## src/rtl/noc_packet_tx.sv

```systemverilog
// noc_packet_tx: network-interface transmitter for a wormhole router input port.
// It takes a packet descriptor and a stream of payload words, and sends them as
// HEADER / BODY / TAIL flits on the enable/ack handshake. It also counts the flits
// and packets that the router accepts.
module noc_packet_tx #(
  parameter int ADDR_W     = 4,
  parameter int PAYLOAD_W  = 32,
  parameter int LEN_W      = 8,
  parameter int FIFO_DEPTH = 8,
  parameter int CNT_W      = 16,
  parameter int SRC_X      = 1,
  parameter int SRC_Y      = 1
) (
  input  logic                 clk,
  input  logic                 rst,
  input  logic                 pkt_valid_i,
  output logic                 pkt_ready_o,
  input  logic [ADDR_W-1:0]    pkt_dst_x_i,
  input  logic [ADDR_W-1:0]    pkt_dst_y_i,
  input  logic [LEN_W-1:0]     pkt_len_i,
  input  logic                 data_valid_i,
  output logic                 data_ready_o,
  input  logic [PAYLOAD_W-1:0] data_i,
  output logic                 enable_o,
  output logic [1:0]           flit_type_o,
  output logic [PAYLOAD_W-1:0] flit_payload_o,
  input  logic                 ack_i,
  output logic                 busy_o,
  output logic [CNT_W-1:0]     flits_sent_o,
  output logic [CNT_W-1:0]     pkts_sent_o
);

  localparam int PTR_W = $clog2(FIFO_DEPTH);

  localparam logic [1:0] TYPE_HEADER = 2'd0;
  localparam logic [1:0] TYPE_BODY   = 2'd1;
  localparam logic [1:0] TYPE_TAIL   = 2'd2;

  localparam logic [1:0] S_IDLE       = 2'd0;
  localparam logic [1:0] S_HDR        = 2'd1;
  localparam logic [1:0] S_DATA       = 2'd2;
  localparam logic [1:0] S_EMPTY_TAIL = 2'd3;

  localparam logic [PTR_W:0] DEPTH_CNT = (PTR_W+1)'(FIFO_DEPTH);
  localparam logic [LEN_W-1:0] LEN_ONE = LEN_W'(1);

  logic [1:0]           state;
  logic [ADDR_W-1:0]    dst_x;
  logic [ADDR_W-1:0]    dst_y;
  logic [LEN_W-1:0]     len;
  logic [LEN_W-1:0]     rem;

  logic [PAYLOAD_W-1:0] mem [FIFO_DEPTH];
  logic [PTR_W:0]       wr_ptr;
  logic [PTR_W:0]       rd_ptr;
  logic [PTR_W:0]       count;
  logic                 full;
  logic                 empty;
  logic [PAYLOAD_W-1:0] head;
  logic                 push;
  logic                 pop;
  logic                 transfer;
  logic                 tail_flit;
  logic [PAYLOAD_W-1:0] header_word;

  // The pointers carry one extra wrap bit, so a full FIFO and an empty FIFO
  // give different counts.
  assign count        = wr_ptr - rd_ptr;
  assign full         = (count == DEPTH_CNT);
  assign empty        = (count == '0);
  assign head         = mem[rd_ptr[PTR_W-1:0]];
  assign data_ready_o = !full;
  assign push         = data_valid_i && !full;
  assign transfer     = enable_o && ack_i;
  assign pop          = transfer && (state == S_DATA);
  assign tail_flit    = ((state == S_DATA) && (rem == LEN_ONE)) || (state == S_EMPTY_TAIL);
  assign pkt_ready_o  = (state == S_IDLE);
  assign busy_o       = (state != S_IDLE);

  // Header word: destination, then source, with the unused upper bits cleared.
  always_comb begin
    header_word                     = '0;
    header_word[ADDR_W-1:0]         = dst_x;
    header_word[2*ADDR_W-1:ADDR_W]  = dst_y;
    header_word[3*ADDR_W-1:2*ADDR_W] = ADDR_W'(SRC_X);
    header_word[4*ADDR_W-1:3*ADDR_W] = ADDR_W'(SRC_Y);
  end

  // Flit outputs depend only on registered state and the FIFO head. This keeps
  // them stable while the router stalls.
  always_comb begin
    // NOTE: defaults come first so every path assigns every output and no latch is inferred.
    enable_o       = 1'b0;
    flit_type_o    = TYPE_BODY;
    flit_payload_o = '0;
    case (state)
      S_HDR: begin
        enable_o       = 1'b1;
        flit_type_o    = TYPE_HEADER;
        flit_payload_o = header_word;
      end
      S_DATA: begin
        if (!empty) begin
          enable_o       = 1'b1;
          flit_type_o    = (rem == LEN_ONE) ? TYPE_TAIL : TYPE_BODY;
          flit_payload_o = head;
        end
      end
      S_EMPTY_TAIL: begin
        enable_o    = 1'b1;
        flit_type_o = TYPE_TAIL;
      end
      default: ;
    endcase
  end

  // Packet sequencing: accept a descriptor, send the header, then stream the payload.
  always_ff @(posedge clk or posedge rst) begin
    // NOTE: sequential state uses non-blocking assignments, so every flop samples pre-edge values.
    if (rst) begin
      state <= S_IDLE;
      dst_x <= '0;
      dst_y <= '0;
      len   <= '0;
      rem   <= '0;
    end else begin
      case (state)
        S_IDLE: begin
          if (pkt_valid_i) begin
            dst_x <= pkt_dst_x_i;
            dst_y <= pkt_dst_y_i;
            len   <= pkt_len_i;
            state <= S_HDR;
          end
        end
        S_HDR: begin
          if (ack_i) begin
            rem   <= len;
            state <= (len != '0) ? S_DATA : S_EMPTY_TAIL;
          end
        end
        S_DATA: begin
          if (pop) begin
            rem <= rem - LEN_ONE;
            if (rem == LEN_ONE) state <= S_IDLE;
          end
        end
        S_EMPTY_TAIL: begin
          if (ack_i) state <= S_IDLE;
        end
        default: state <= S_IDLE;
      endcase
    end
  end

  // FIFO pointers. Reset flushes any buffered payload.
  always_ff @(posedge clk or posedge rst) begin
    if (rst) begin
      wr_ptr <= '0;
      rd_ptr <= '0;
    end else begin
      if (push) wr_ptr <= wr_ptr + 1'b1;
      if (pop)  rd_ptr <= rd_ptr + 1'b1;
    end
  end

  // FIFO storage.
  always_ff @(posedge clk) begin
    // NOTE: the storage array has no reset; the pointers alone decide which entries are valid.
    if (push) mem[wr_ptr[PTR_W-1:0]] <= data_i;
  end

  // Statistics: every accepted flit, and every accepted tail. Both wrap.
  always_ff @(posedge clk or posedge rst) begin
    if (rst) begin
      flits_sent_o <= '0;
      pkts_sent_o  <= '0;
    end else if (transfer) begin
      flits_sent_o <= flits_sent_o + 1'b1;
      if (tail_flit) pkts_sent_o <= pkts_sent_o + 1'b1;
    end
  end

endmodule

```

## config.mk

```make
export PLATFORM = sky130hd
export DESIGN_NAME = noc_packet_tx
export DESIGN_NICKNAME = d
export VERILOG_FILES = /design/src/rtl/noc_packet_tx.sv
export SDC_FILE = /design/constraint.sdc
export NUM_CORES = 1
export LEC_CHECK = 0
export CAP_MARGIN = 25
export CORE_ASPECT_RATIO = 0.7
export CORE_MARGIN = 1
export CORE_UTILIZATION = 38
export CTS_CLUSTER_SIZE = 12
export DETAILED_ROUTE_END_ITERATION = 12
export GPL_TIMING_DRIVEN = 0
export PLACE_DENSITY_LB_ADDON = 0.15
export SLEW_MARGIN = 40
export SYNTH_ARGS = -nofsm -noshare
export SYNTH_HDL_FRONTEND = slang
export SYNTH_SLANG_ARGS = --single-unit
```

## constraint.sdc

```tcl
create_clock -name clk -period 7.5 [get_ports clk]
set_input_delay 0.75 -clock clk [delete_from_list [all_inputs] [get_ports clk]]
set_output_delay 0.75 -clock clk [all_outputs]
set_load 0.02 [all_outputs]
```

# Word-level counts from Yosys, hierarchy flattened

Memories as Yosys holds them, arrays and structs flattened.
Index checks and enable logic that the tools add are counted.

Muxes and demuxes: 19
Add/subtract/negate cells: 6
Reductions and logical operators: 16
Equal/unequal tests: 10

Operator list:

| cell                                              | number |
|---|---|
| one-hot mux 32 bit (2 select lines)               | 1 |
| adder 16 x 1 -> 16 bit (second input constant)    | 2 |
| 2-to-1 mux 32 bit                                 | 1 |
| 2-to-1 mux 8 bit                                  | 2 |
| one-hot mux 8 bit (2 select lines)                | 1 |
| 2-to-1 mux 2 bit                                  | 7 |
| adder 4 x 1 -> 4 bit (second input constant)      | 2 |
| == test 8 x 1 -> 1 bit (second input constant)    | 1 |
| != test 2 bit (second input constant)             | 4 |
| one-hot mux 2 bit (4 select lines)                | 1 |
| nonzero test 8 bit                                | 1 |
| subtractor 8 x 1 -> 8 bit (second input constant) | 1 |
| one-hot mux 2 bit (3 select lines)                | 1 |
| AND reduction 5 bit                               | 1 |
| == test 2 bit (second input constant)             | 2 |
| == test 4 bit (second input constant)             | 1 |
| logical AND 1 bit                                 | 4 |
| logical NOT 4 bit                                 | 1 |
| 2-to-1 mux 1 bit                                  | 4 |
| AND reduction 2 bit                               | 2 |
| nonzero test 2 bit                                | 2 |
| subtractor 4 bit                                  | 1 |
| AND reduction 3 bit                               | 1 |
| == test 2 x 1 -> 1 bit (second input constant)    | 1 |
| other kinds (6)                                   | 6 |

Logic and storage cells: 61
RAM bits: 256
Bits of input ports: 53
Output and inout bits: 70
Flip-flop bits (word level): 66
Memories: 1

Memory list:

| name | depth | width | rd ports | clocked after Yosys merged registers in | wr ports | line | RTL |
|---|---|---|---|---|---|---|---|
| mem  | 8     | 32    | 1        | 0                                       | 1        | 53   | `logic [PAYLOAD_W-1:0] mem [FIFO_DEPTH];` |

# Longest topological paths before layout

Gate-level depths: netlist of run 1.

Word-level depth: 8
Depth in mapped cells: 12
Depth with buffers taken out: 7

# Worst setup path after synthesis of run 1

Ideal clock, no wire load.

Kind: flip-flop to flip-flop
Start: register rd_ptr[2]
End: memory mem[0][0], enable pin
Required time: 7039 ps
Clock period less this slack: 5248 ps
Library setup time: 461 ps
Setup slack: 2252 ps
Path buffers: 3
Stages on the path, launching flop included: 11
Arrival: 4787 ps
Cells stage by stage: dfrtp_1 clkbuf_1 clkbuf_1 inv_1 clkbuf_1 ha_1 and3b_1 nor3_1 o41a_1 nand2_1 nor3_1

Cells in the longest elaborated chain, start to end: 6

RTL lines:

| element                                | line | RTL |
|---|---|---|
| from (decl)                            | 55   | `logic [PTR_W:0] rd_ptr;` |
| from (signal assigned)                 | 163  | `if (pop) rd_ptr <= rd_ptr + 1'b1;` |
| subtractor 4 bit                       | 68   | `assign count = wr_ptr - rd_ptr;` |
| == test 4 bit                          | 69   | `assign full = (count == DEPTH_CNT);` |
| logical NOT 1 bit                      | 73   | `assign push = data_valid_i && !full;` |
| logical AND 1 bit                      | 73   |  |
| 2-to-1 mux 1 bit                       | 170  | `if (push) mem[wr_ptr[PTR_W-1:0]] <= data_i;` |
| 2-to-1 mux 1 bit (implied by the code) | 170  |  |
| to (decl)                              | 53   |  |

No other way between the ends.

# Worst setup path after layout of run 1

Start: register rd_ptr[2]
End: output flit_payload_o[8]

Cells in the longest elaborated chain, start to end: 4
Elaborated cells between the ends (all ways): 5
Those cells by class: add/sub (1); mux (2); reduce/logical (1); memory (1)

RTL lines:

| element                               | line | RTL |
|---|---|---|
| subtractor 4 bit                      | 68   |  |
| logical NOT 4 bit                     | 70   | `assign empty = (count == '0);` |
| 2-to-1 mux 32 bit *                   | 103  | `if (!empty) begin` |
| one-hot mux 32 bit (2 select lines) * | 96   | `case (state)` |
| to (decl)                             | 26   | `output logic [PAYLOAD_W-1:0] flit_payload_o,` |

Every way passes the cells marked *; elsewhere a longest branch is shown, timed or not.

==> run_results.csv, run 1 <==
group,metric,value,unit
synthesis,synth_seq_cells,322,
synthesis,synthArstFlopShare,20.50,%
drt,vias,7426,
timing,finalSetupTns,0,ns
timing,layout_setup_ws,0.9496,ns
die,initial_core_util,39.03,%
drt,antenna_left,0,
clock_network,clk_pin_slew,0.06,ns
synthesis,synth_cells,784,
synthesis,synth_commonest_cells,"edfxtp_1, nand2_1, dfrtp_1",
synthesis,synth.distinct_cells,55,
grt,met3_usage,3.285,%
clock_network,numClockSinks,322,
critical_path,cp.arrival,5.80,ns
grt,grt_use_met1,28.16,%
final_layout,drive_gt1_share,18.69,%
clock_network,cts_buffers,34,
clock_network,cts_hold_buf,0,
grt,antenna_found_initial,0,
final_layout,syn_to_final_growth,24.38,%
placed_design,portBuffers,122,
synthesis,synth_area_leader_cell,"edfxtp_1",
pwr,intPower,0.004163,W
die,num_io_pins,123,
synthesis,yosysSeqAreaShare,70.55,%
drt,routed_wl,30550,um
critical_path,critPathMaxFanout,10,
placed_design,gp_congestion,0.8034,
pwr,power.switching_fraction,33.61,%
die,num_rows,56,
grt,grt_pass1_wl,46790,um
synthesis,postSynthAreaPerCell,16.88,um2
timing,slew_headroom,48.01,%
final_layout,final_core_util,48.55,%
synthesis,yosys_most_used_dff,"edfxtp_1",
timing,finalSetupViolCount,0,
clock_network,ctsResizeCount,0,
critical_path,cp-endpoint,"flit_payload_o[8]",
clock_network,cts-root-buf,"clkbuf_16",
placed_design,pre_cts_ws,1.417,ns
clock_network,cts_tree,"built",
clock_network,post_cts.repair.setup_buffers,0,
final_layout,final_nets,1039,
drt,drc_errors,0,
critical_path,path_class,"flip-flop to primary output",
drt,vias_per_cell,5.107,
die,core_area,33910,um2
pwr,p_seq_share,39.3,%
synthesis,synth_top_area_share,58.08,%
drt,first_pass_iters,5,
final_layout,antenna_cells,0,
die,die_y,158.2,um
placed_design,dp_hpwl,21360,um
final_layout,nFillCells,2894,
drt,wl_per_cell,21.01,um
critical_path,reg2reg_depth,13,
critical_path,crit_required,6.75,ns
critical_path,r2r_start,"rd_ptr[2]$_DFFE_PP0P_",
grt,grt_max_degree,37,
pwr,total_switching_power,0.002107,W
timing,finalClockSkew,0.02117,ns
grt,grt_use_met2,25.21,%
pwr,power_frac_comb,36.1,%
synthesis,ys_warn_count,0,
die,die_area,35590,um2
drt,drtIter0Drc,630,
run,drv_cap,0,
timing,slew_viol_final,0,
timing,fmax,152.7,MHz
timing,hold_viol,0,
critical_path,r2r_setup_slack,2.33,ns
clock_network,clkLatencyLatePin,0.52,ns
synthesis,syn_nets,850,
critical_path,crit_path_start_kind,"flip-flop",
synthesis,syn_area,13240,um2
pwr,p_leak,5.706,nW
timing,rsz0062_at_grt,"false",
synthesis,synth_area_leaders,"edfxtp_1, dfrtp_1, mux4_2, nand2_1, xor2_1",
pwr,ir_drop,0.0002049,V
die,fp.dieW,225.1,um
clock_network,cts_max_path_buffers,3,
grt,grt_overflow_total,0,
synthesis,synth-edff-count,256,
pwr,pwr-share-clk,24.6,%
grt,grt_usage,17.87,%
critical_path,worst_setup_path_end_kind,"primary output",
timing,period_needed,6.550,ns
synthesis,synth.most_common_cell,"edfxtp_1",
grt,grt_pass1_vias,7566,
timing,worstMarginPinSlew,0.7799,ns
run_status,status,"finished clean",
timing,fin_crit_sh,87.34,%
critical_path,crit_path_start,"rd_ptr[2]$_DFFE_PP0P_",
worst_hold_path,hp-class,"flip-flop to flip-flop",
critical_path,reg2reg_to,"mem[1][31]$_DFFE_PP_",
clock_network,ctsHtreeMaxLevel,2,
pwr,power_density,380.8,nW/um2
grt,busiest_layer,"met1",
-- worst min-delay path by stage --
stage	startpoint	endpoint	slack [ns]	cells past startpoint
after global placement	pkts_sent_o[15]$_DFFE_PP0P_	pkts_sent_o[15]$_DFFE_PP0P_	0.46	1
after detailed placement	flits_sent_o[15]$_DFFE_PP0P_	flits_sent_o[15]$_DFFE_PP0P_	0.46	1
final	flits_sent_o[15]$_DFFE_PP0P_	flits_sent_o[15]$_DFFE_PP0P_	0.46	1
after floorplan	dst_x[0]$_DFFE_PP0P_	dst_x[0]$_DFFE_PP0P_	0.48	1
after global routing	flits_sent_o[15]$_DFFE_PP0P_	flits_sent_o[15]$_DFFE_PP0P_	0.48	1
after CTS	flits_sent_o[15]$_DFFE_PP0P_	flits_sent_o[15]$_DFFE_PP0P_	0.47	1
-- metal layers --
metal  vias to the layer above  part of all wire, %
li1                       3435                    -
met1                      3797                   51
met2                       158                   43
met3                        36                  4.3
met4                         0                  1.6
met5                         -                    0
-- sequential cells by signal (all words and copies together), names as in the netlist --
name,count
wr_ptr,4
mem,256
state,2
rd_ptr,4
rem,8
dst_x,4
flits_sent_o,16
pkts_sent_o,16
dst_y,4
len,8
-- cell usage in the layout (no fill, tap or decap), drive strengths merged, types with 2 or more instances in the layout --
cell type	instances
a211oi	2
a21oi	29
a31oi	6
and2	5
and3	4
buf	48
clkbuf	66
clkdlybuf4s50	122
clkinv	7
dfrtp	66
edfxtp	256
ha	13
inv	10
mux2	18
mux2i	11
mux4	64
nand2	87
nand2b	7
nand3	13
nand4	10
nor2	18
nor3	22
nor4	9
nor4b	5
o2111ai	2
o211a	2
o21ai	22
o22ai	2
o31ai	2
o41ai	2
or3	4
xnor2	13
xor2	26
-- final cells by class --
cell class | instances | area, um2 | share of cell area [%]
Clock inverter | 7 | 66.31 | 0.4028
Sequential cell | 322 | 9339 | 56.73
Inverter | 11 | 46.29 | 0.2812
Multi-Input combinational cell | 414 | 3746 | 22.75
Tap cell | 464 | 580.6 | 3.526
Timing Repair Buffer | 153 | 1592 | 9.667
Clock buffer | 46 | 925.9 | 5.624
Buffer | 37 | 167.7 | 1.018
-- power by group through the flow --
stage	Sequential, W	Clock [W]	Combinational, W
2_1_floorplan	0.00249	0	0.00140
3_5_place_dp	0.00250	0	0.00230
5_1_grt	0.00251	0.00166	0.00247
6_report	0.00247	0.00154	0.00226
3_3_place_gp	0.00253	0	0.00217
4_1_cts	0.00247	0.00158	0.00230
-- logic make-up (layout without fill, tap and decap cells) --
logic type / Yosys count / after routing / share of synthesized area [%]
AOI/OAI and AO/OA: 78 / 78 / 3.545
xor gates and xnor gates: 39 / 39 / 2.581
adders and majority gates: 13 / 13 / 1.229
buffers and inverters: 48 / 254 / 1.541
DFF: 322 / 322 / 70.55
muxes: 93 / 93 / 13.28
and+or+nand+nor: 191 / 191 / 7.269
-- through the flow --
stage | instance area, um2 | hold slack, ns | total power [W] | cells
finish | 16460 | 0.4621 | 0.006270 | 1454
global route | 16460 | 0.4821 | 0.006637 | 1454
global placement | 15040 | 0.4582 | 0.004698 | 1370
detailed placement | 15470 | 0.4617 | 0.004798 | 1401
CTS | 16460 | 0.4699 | 0.006356 | 1454
floorplan | 13240 | 0.4793 | 0.003887 | 784
-- worst max-delay path: stages (launching register included) --
cell	delay [ns]
dfrtp_1	0.32
clkbuf_1	0.49
clkbuf_1	0.57
inv_1	0.30
clkbuf_1	0.34
ha_1	0.46
and3b_1	0.23
nor3_1	0.50
o211ai_1	0.28
nand3_1	0.27
clkbuf_1	0.55
o21ai_0	0.34
clkdlybuf4s50_1	0.62
Note: power is estimated with default switching activity, not from simulation.
==> run 2: changes to the inputs <==
--- a/config.mk
+++ b/config.mk
@@ -11,6 +11,7 @@
 export CORE_UTILIZATION = 38
 export CTS_CLUSTER_SIZE = 12
 export DETAILED_ROUTE_END_ITERATION = 12
+export GPL_ROUTABILITY_DRIVEN = 0
 export GPL_TIMING_DRIVEN = 0
 export PLACE_DENSITY_LB_ADDON = 0.15
 export SLEW_MARGIN = 40
==> results of run 2 <==
No change in the layout: final DEF, timing and power equal those of run 1.
==> run 3: changes to the inputs <==
--- a/config.mk
+++ b/config.mk
@@ -14,6 +14,7 @@
 export GPL_ROUTABILITY_DRIVEN = 0
 export GPL_TIMING_DRIVEN = 0
 export PLACE_DENSITY_LB_ADDON = 0.15
+export SETUP_SLACK_MARGIN = 0.15
 export SLEW_MARGIN = 40
 export SYNTH_ARGS = -nofsm -noshare
 export SYNTH_HDL_FRONTEND = slang
==> results of run 3 <==
No change in the layout: final DEF, timing and power equal those of run 1.
